### src/rtl/seg_pkg.sv
// Shared constants and BCD-to-segment encoding for the multiplexed display driver.
// Segment vectors are {g,f,e,d,c,b,a}, active-low.
package seg_pkg;

  localparam int NUM_DIGITS = 8;

  localparam logic [6:0] SEG_0     = 7'h40;
  localparam logic [6:0] SEG_1     = 7'h79;
  localparam logic [6:0] SEG_2     = 7'h24;
  localparam logic [6:0] SEG_3     = 7'h30;
  localparam logic [6:0] SEG_4     = 7'h19;
  localparam logic [6:0] SEG_5     = 7'h12;
  localparam logic [6:0] SEG_6     = 7'h02;
  localparam logic [6:0] SEG_7     = 7'h78;
  localparam logic [6:0] SEG_8     = 7'h00;
  localparam logic [6:0] SEG_9     = 7'h10;
  localparam logic [6:0] SEG_BLANK = 7'h7F;
  localparam logic [6:0] SEG_DASH  = 7'h3F;

  // Non-BCD codes 10..15 render as a dash so bad data is visible rather than garbled.
  function automatic logic [6:0] seg_encode(input logic [3:0] digit);
    logic [6:0] code;
    case (digit)
      4'd0:    code = SEG_0;
      4'd1:    code = SEG_1;
      4'd2:    code = SEG_2;
      4'd3:    code = SEG_3;
      4'd4:    code = SEG_4;
      4'd5:    code = SEG_5;
      4'd6:    code = SEG_6;
      4'd7:    code = SEG_7;
      4'd8:    code = SEG_8;
      4'd9:    code = SEG_9;
      default: code = SEG_DASH;
    endcase
    return code;
  endfunction

endpackage

### src/rtl/seg_decode.sv
// Combinational digit decoder: one BCD digit plus blank flag to an active-low segment vector.
module seg_decode
  import seg_pkg::*;
(
  input  logic [3:0] digit,
  input  logic       blank,
  output logic [6:0] seg
);

  always_comb begin
    seg = blank ? SEG_BLANK : seg_encode(digit);
  end

endmodule

### src/rtl/seg_scan_driver.sv
// Eight-digit multiplexed 7-segment scanner for two 4-digit BCD values, with a
// per-frame shadow snapshot for tear-free display. Optional macro: LEADING_ZERO_BLANK_EN.
module seg_scan_driver
  import seg_pkg::*;
#(
  parameter int CLK_DIV = 100000
) (
  input  logic       clk,
  input  logic       rst,
  input  logic [3:0] dv10,
  input  logic [3:0] dv11,
  input  logic [3:0] dv12,
  input  logic [3:0] dv13,
  input  logic [3:0] dv20,
  input  logic [3:0] dv21,
  input  logic [3:0] dv22,
  input  logic [3:0] dv23,
  output logic [7:0] an,
  output logic [6:0] seg,
  output logic       frame_tick
);

  localparam int CW = $clog2(CLK_DIV);

  logic [CW-1:0]         cnt;
  logic                  tick;
  logic [2:0]            idx;
  logic                  active;
  logic [3:0]            shadow [NUM_DIGITS];
  logic [NUM_DIGITS-1:0] lz_blank;
  logic                  run_zero;
  logic [3:0]            cur_digit;
  logic [6:0]            seg_next;

  assign tick = (cnt == CW'(CLK_DIV - 1));

  always_ff @(posedge clk) begin
    if (rst) begin
      cnt <= '0;
    end else if (tick) begin
      cnt <= '0;
    end else begin
      cnt <= cnt + 1'b1;
    end
  end

  // Outputs stay dark after reset until the first slot boundary.
  always_ff @(posedge clk) begin
    if (rst) begin
      idx        <= '0;
      active     <= 1'b0;
      frame_tick <= 1'b0;
    end else begin
      frame_tick <= tick && (idx == 3'd7);
      if (tick) begin
        idx    <= idx + 3'd1;
        active <= 1'b1;
      end
    end
  end

  always_ff @(posedge clk) begin
    if (rst) begin
      for (int i = 0; i < NUM_DIGITS; i++) begin
        shadow[i] <= 4'd0;
      end
    end else if (tick && (idx == 3'd7)) begin
      shadow[0] <= dv10;
      shadow[1] <= dv11;
      shadow[2] <= dv12;
      shadow[3] <= dv13;
      shadow[4] <= dv20;
      shadow[5] <= dv21;
      shadow[6] <= dv22;
      shadow[7] <= dv23;
    end
  end

  // A digit blanks only while it and every higher digit of its value are zero.
  always_comb begin
    lz_blank = '0;
    run_zero = 1'b0;
`ifdef LEADING_ZERO_BLANK_EN
    for (int v = 0; v < 2; v++) begin
      run_zero = 1'b1;
      for (int p = 3; p >= 1; p--) begin
        run_zero           = run_zero && (shadow[4*v+p] == 4'd0);
        lz_blank[4*v+p]    = run_zero;
      end
    end
`endif
  end

  assign cur_digit = shadow[idx];

  seg_decode u_decode (
    .digit (cur_digit),
    .blank (lz_blank[idx]),
    .seg   (seg_next)
  );

  always_ff @(posedge clk) begin
    if (rst) begin
      an  <= 8'hFF;
      seg <= SEG_BLANK;
    end else if (active) begin
      an  <= ~(8'd1 << idx);
      seg <= seg_next;
    end
  end

endmodule

### config.mk
export PLATFORM = sky130hd
export DESIGN_NAME = seg_scan_driver
export DESIGN_NICKNAME = d
export VERILOG_FILES = /design/src/rtl/seg_pkg.sv /design/src/rtl/seg_decode.sv /design/src/rtl/seg_scan_driver.sv
export SDC_FILE = /design/constraint.sdc
export NUM_CORES = 1
export LEC_CHECK = 0
export CORE_ASPECT_RATIO = 2
export CORE_MARGIN = 2
export CORE_UTILIZATION = 35
export DETAILED_ROUTE_END_ITERATION = 12
export PLACE_DENSITY_LB_ADDON = 0.2
export SLEW_MARGIN = 10
export SYNTH_ARGS = -nofsm -noshare
export SYNTH_HDL_FRONTEND = slang
export SYNTH_SLANG_ARGS = --single-unit
### constraint.sdc
create_clock -name clk -period 3.28 [get_ports clk]
set_clock_uncertainty 0.15 [all_clocks]
set_input_delay 0.656 -clock clk [delete_from_list [all_inputs] [get_ports clk]]
set_output_delay 0.656 -clock clk [all_outputs]
set_load 0.02 [all_outputs]
==> flow_summary_export.csv, run 1 <==
group,metric,value,unit
timing,slew_viol_final,0,
placed_design,dp.final_hpwl,4260,um
die,placementRows,49,
clock_network,cts_hold_buf,0,
synth,ys.flop_type,"dfxtp_1",
die,die_w,71.5,um
synth,ys_types,36,
synth,synthTopCellsByCount,"dfxtp_1 (40), nor2_1 (35), edfxtp_1 (32)",
routing,totalWireLength,5750,um
synth,muxShareOfSynthArea,8.59,%
worst_hold_path,hold_class,"reg -> reg",
synth,synthTopCellsByArea,"edfxtp_1 (30%), dfxtp_1 (25%), mux4_2 (5.6%)",
synth,synth-adder-area-share,5.10,%
cells_and_area,area_delta_synth_final,25.9,%
setup_path,cp.arrival,2.86,ns
global_route,grt-ovfl-total,0,
synth,synth_compound_area_share,4.55,%
clock_network,cts_buffers,9,
cells_and_area,finish.utilization,44.8,%
synth,synth-edff-count,32,
pwr,peakVddDrop,0.279,mV
routing,ant_nets,0,
clock_network,h-tree-depth,3,
pwr,powerDensity,471,mW/mm^2
pwr,combPwrFrac,4.7,%
synth,synth_top_area_share,30.1,%
cells_and_area,layout-drive-gt1-share,12.7,%
clock_network,ctsResizeCount,0,
timing,fin_crit,2.74,ns
cells_and_area,nNetsFinal,374,
synth,avgSynthCellArea,11.6,sq um
synth,synthArstFlopShare,0,%
die,fp.dieArea,0.00994,sq mm
synth,ys_ff_latch,72,
pwr,internal_power,1.52,mW
clock_network,cts_tree,"done",
routing,drc_errors,0,
synth,synth-simple-area-share,18.6,%
synth,syn_nets,323,
clock_network,clkTransAtPathRegs,0.05,ns
setup_path,cp_slowest_cell,"dfxtp_1",
die,die_y,139,um
timing,maxSlewHeadroom,62.3,%
timing,fmax,0.364,GHz
timing,rsz0062_at_grt,"no",
placed_design,gp_congestion,0.790,
synth,ys_seq_area_share,55.2,%
cells_and_area,final-seq-area,0.00176,sq mm
cells_and_area,nFillCells,856,
clock_network,cts_buffer_depth,2,
global_route,grt_pass1_vias,2100,
pwr,power.share.clock,44.2,%
routing,wl_per_cell,13.3,um
worst_hold_path,worstHoldStart,"cnt[0]",
setup_path,start_kind,"flip-flop",
routing,drt_first_pass_iters,4,
timing,finalHoldViolCount,0,
pwr,swShare,19.5,%
synth,synth_xor_area_share,4.39,%
global_route,grt.total_usage,13.1,%
timing,tightest_slew,0.566,ns
setup_path,cp.required,3.40,ns
setup_path,cp_cell_sequence,"mux4_2 -> mux2i_1 -> inv_1 -> ha_1 -> mux2_2 -> o21bai_1 -> a221o_1",
synth,syn_inst,276,
flow_run,drv_cap,0,
synth,yosysMostFrequentCell,"dfxtp_1",
timing,setup_viol,0,
outcome,outcome,"complete, no violations",
setup_path,max_stage_delay,0.64,ns
synth,synth_top_family_by_area,"simple AND/OR/NAND/NOR gates",
pwr,p_switching,0.369,mW
synth,synth_top_area_cell,"edfxtp_1",
routing,routed_via_density,4.74,
pwr,total_power,1.89,mW
die,start_util,35.6,%
die,core_area,0.00895,sq mm
cells_and_area,multi_input_area,0.00132,sq mm
global_route,grt_max_degree,33,
clock_network,clockRootBuffer,"clkbuf_16",
synth,netlist_area,0.00319,sq mm
setup_path,cp_top_family,"multiplexers",
clock_network,cts_sinks,72,
setup_path,end_kind,"flip-flop",
setup_path,path_max_fanout,8,
timing,min_period_over_period,83.7,%
synth,yosys_warnings,0,
global_route,antenna_found_initial,0,
placed_design,port_buffers,49,
routing,drt_iter0_drc,85,
pwr,p_leak,1.50,nW
cells_and_area,diodes,0,
routing,vias,2054,
timing,setup_tns,0,ns
global_route,grt_pass1_wl,9900,um
setup_path,path_class,"reg -> reg",
pwr,p_seq_share,51.1,%
setup_path,critical_path_buf_inv_count,1,
clock_network,postCtsSetupRepairBufs,0,
die,io_pins,50,
clock_network,insertion_delay,0.33,ns
## power groups by stage
stage | clock (mW) | combinational, mW | sequential (mW)
2_1_floorplan | 0 | 0.0400 | 0.981
3_3_place_gp | 0 | 0.0897 | 0.984
3_5_place_dp | 0 | 0.0904 | 0.985
4_1_cts | 0.864 | 0.0908 | 0.966
5_1_grt | 0.907 | 0.0972 | 0.968
6_report | 0.834 | 0.0886 | 0.966
## layout by cell type, fill, tap and decap left out, types with 2 or more instances in the layout
cell type,count
clkdlybuf4s50_1,49
dfxtp_1,40
nor2_1,35
edfxtp_1,32
nand2_1,18
and2_2,14
ha_1,13
inv_1,11
and2_1,10
xnor2_1,9
clkbuf_16,9
mux4_2,8
nand3_1,8
nor2b_1,8
xor2_1,7
o21ai_0,7
a21oi_1,7
mux2i_1,6
nand2b_1,6
clkbuf_1,5
or2_2,3
nand4_1,3
buf_4,3
or3_1,2
o221ai_1,2
and3_1,2
a2bb2oi_1,2
## metrics by stage
stage / area, sq um / setup slack [ns] / instances / hold WS, ns
floorplan: 3190 / 0.402 / 276 / 0.268
global placement: 3760 / 0.612 / 418 / 0.280
detailed placement: 3760 / 0.553 / 418 / 0.288
CTS: 4010 / 0.496 / 433 / 0.299
global route: 4010 / 0.294 / 433 / 0.319
finish: 4010 / 0.536 / 433 / 0.294
## sequential cells by signal, indices dropped and copies added, names as in the netlist, named ones only
signal      cells
seg             7
shadow         32
cnt            17
an              8
active          1
idx             3
frame_tick      1
## metal layers
| layer | vias to the layer above | routed length (um) | global-route usage, % | part of all wire [%] |
|---|---|---|---|---|
| li1 | 1044 | - | - | - |
| met1 | 956 | 2190 | 14.1 | 38 |
| met2 | 39 | 3150 | 22.2 | 55 |
| met3 | 15 | 205 | 4.22 | 3.6 |
| met4 | 0 | 212 | 7.45 | 3.7 |
| met5 | - | 0 | 0 | 0 |
## layout make-up
class                   instances  area share (%)
clock buffers                  14            6.08
inverters                      11            1.03
repair buffers                 52            12.8
flip-flops and latches         72            43.9
clock inverters                 1           0.156
well taps                     102            3.18
multi-input cells             181            32.9
## worst paths after layout
| kind | endpoint | slack [ns] | cells after the start |
|---|---|---|---|
| max | seg[4] | 0.54 | 7 |
| min | cnt[0] | 0.29 | 1 |
| max reg2reg | seg[4] | 0.54 | 7 |
| min reg2reg | cnt[0] | 0.29 | 1 |
## worst register-to-register path, stage by stage, from the launching register on
cell and delay (ns):
dfxtp_1 0.64, mux4_2 0.56, mux2i_1 0.43, inv_1 0.16, ha_1 0.24, mux2_2 0.26
o21bai_1 0.12, a221o_1 0.11
## cells by family after synthesis
kind of cell | Yosys count
compound gates | 23
xor+xnor | 16
fa+ha+maj | 13
buf+inv | 23
flops | 72
mux | 16
simple gates | 113
No activity file was read; power rests on OpenSTA's default activity.
==> run 2: changes to the inputs <==
clock period = 2.45 ns   (was 3.28 ns; I/O delays follow)
==> run 2 against run 1 <==
  * Register-to-register slack worse by 0.36 ns
  * Non-clock buffer count is 10 higher
  * Cell count is 2.5% higher
  * Die area stayed put
  * Worst hold slack better by 0.014 ns
  * Clock power is 61% higher
  * Cell area is 4.4% higher
  * Critical endpoint is now seg[0]
  * First-iteration DRC count is 18% higher
  * Core utilization is 2.0 points higher
  * Clock-buffer cell count is 2 lower
  * Global-route usage is 0.73 points higher
==> flow_summary_export.csv, run 2 (synthesis results as in run 1) <==
group,metric,value,unit
timing,maxSlewHeadroom,70.5,%
die,die_w,71.5,um
clock_network,cts_buffer_depth,2,
timing,slew_viol_final,0,
routing,totalWireLength,6190,um
routing,wl_per_cell,13.9,um
global_route,antenna_found_initial,0,
die,core_area,0.00895,sq mm
cells_and_area,reg_top3,"shadow x32, cnt x17, an x8",
die,io_pins,50,
global_route,use_met3,3.27,%
timing,rsz0062_at_grt,"no",
outcome,outcome,"complete, no violations",
setup_path,path_class,"reg -> reg",
setup_path,cp.arrival,2.34,ns
timing,setup_viol,0,
global_route,grt_pass1_vias,2205,
global_route,use_met2,25.0,%
routing,vias,2114,
timing,tightest_slew,0.439,ns
placed_design,port_buffers,49,
cells_and_area,layout-drive-gt1-share,18.1,%
die,start_util,35.6,%
clock_network,cts_tree,"done",
pwr,total_power,2.76,mW
setup_path,path_max_fanout,6,
cells_and_area,top_register,"shadow",
setup_path,cp.required,2.51,ns
clock_network,cts_sinks,72,
global_route,grt_pass1_wl,10400,um
clock_network,h-tree-depth,3,
die,placementRows,49,
placed_design,pre_cts_slack,0.0841,ns
die,fp.dieArea,0.00994,sq mm
global_route,met1_usage,13.7,%
routing,ant_nets,0,
placed_design,gp_congestion,0.849,
cells_and_area,diodes,0,
timing,setup_tns,0,ns
routing,drt_iter0_drc,100,
timing,setup_slack,0.176,ns
placed_design,dp.final_hpwl,4650,um
worst_hold_path,hold_class,"reg -> reg",
cells_and_area,area_delta_synth_final,31.3,%
flow_run,drv_cap,0,
timing,fmax,0.440,GHz
setup_path,start_kind,"flip-flop",
cells_and_area,largest_register_ffs,32,
clock_network,insertion_delay,0.33,ns
setup_path,cp_top_family,"multiplexers",
timing,min_period_over_period,92.8,%
worst_hold_path,hold-path-cell-count,1,
setup_path,cp_slowest_cell,"mux4_2",
global_route,grt-ovfl-total,0,
setup_path,cp.depth,8,
setup_path,end_kind,"flip-flop",
cells_and_area,finish.utilization,46.8,%
routing,routed_via_density,4.76,
routing,drc_errors,0,
cells_and_area,nNetsFinal,384,
pwr,peakVddDrop,0.430,mV
pwr,p_leak,1.60,nW
die,die_y,139,um
routing,drt_first_pass_iters,4,
cells_and_area,final_common_cell,"clkdlybuf4s50_1",
setup_path,reg2reg_depth,8,
clock_network,cts_buffers,9,
pwr,powerDensity,659,mW/mm^2
timing,fin_crit,2.27,ns
clock_network,clkTransAtPathRegs,0.06,ns
clock_network,clockRootBuffer,"clkbuf_16",
global_route,top_usage_layer,"met2",
cells_and_area,layout_common_cells,"clkdlybuf4s50_1 (49), dfxtp_1 (38), nor2_1 (35)",
setup_path,cp_cell_sequence,"buf_12 -> mux4_2 -> mux2i_2 -> inv_1 -> ha_1 -> mux2i_1 -> a2bb2oi_1 -> nand2_1",
clock_network,postCtsSetupRepairBufs,0,
setup_path,critical_path_buf_inv_count,2,
global_route,grt_max_degree,33,
global_route,grt.total_usage,13.9,%
setup_path,max_stage_delay,0.50,ns
timing,finalHoldViolCount,0,
==> run 2: path summary, 6_finish.rpt <==
kind	start	end	slack [ns]
hold reg to reg	cnt[0]	cnt[0]	0.31
hold / removal	cnt[0]	cnt[0]	0.31
setup reg to reg	flip-flop	seg[0]	0.18
setup / recovery	flip-flop	seg[0]	0.18
==> run 2: worst register-to-register path, stage by stage (launching register included) <==
cell       delay [ns]
dfxtp_1          0.38
buf_12           0.15
mux4_2           0.50
mux2i_2          0.27
inv_1            0.13
ha_1             0.21
mux2i_1          0.13
a2bb2oi_1        0.18
nand2_1          0.06
==> run 2: routing by layer <==
| layer | up-vias | share of wire (%) |
|---|---|---|
| met1 | 998 | 36 |
| met5 | - | 0 |
| met4 | 0 | 4.2 |
| met3 | 16 | 3.2 |
| met2 | 39 | 57 |
| li1 | 1061 | - |
==> run 2: cell type report <==
type                       count  area (sq um)
fill                         835          4760
sequential                    72          1760
multi-input combinational    181          1340
timing repair buffer          62           613
clock buffer                  12           258
tap                          102           128
clock inverter                 4          50.0
inverter                      11          41.3
==> run 2: stage by stage <==
step | cells | hold slack, ns | area [sq um]
finish | 444 | 0.308 | 4190
global route | 444 | 0.322 | 4190
CTS | 444 | 0.308 | 4180
global placement | 428 | 0.280 | 3870
detailed placement | 428 | 0.293 | 3870
floorplan | 276 | 0.268 | 3200
==> run 2: repair_timing <==
action                     in CTS  in global routing
resized for setup               0                  2
setup endpoints to repair       0                  4
hold buffers                    0                  0
==> run 2: where the power goes <==
part	switching, mW	internal (mW)	total (mW)
Combinational	0.0505	0.0806	0.131
Sequential	0.0107	1.28	1.29
Clock	0.488	0.850	1.34
Total	0.549	2.21	2.76
==> run 3: changes to the inputs <==
CTS_CLUSTER_DIAMETER = 150   (was unset)
==> results of run 3 <==
Same layout as run 2: the final DEF is identical, and so are final timing and power.
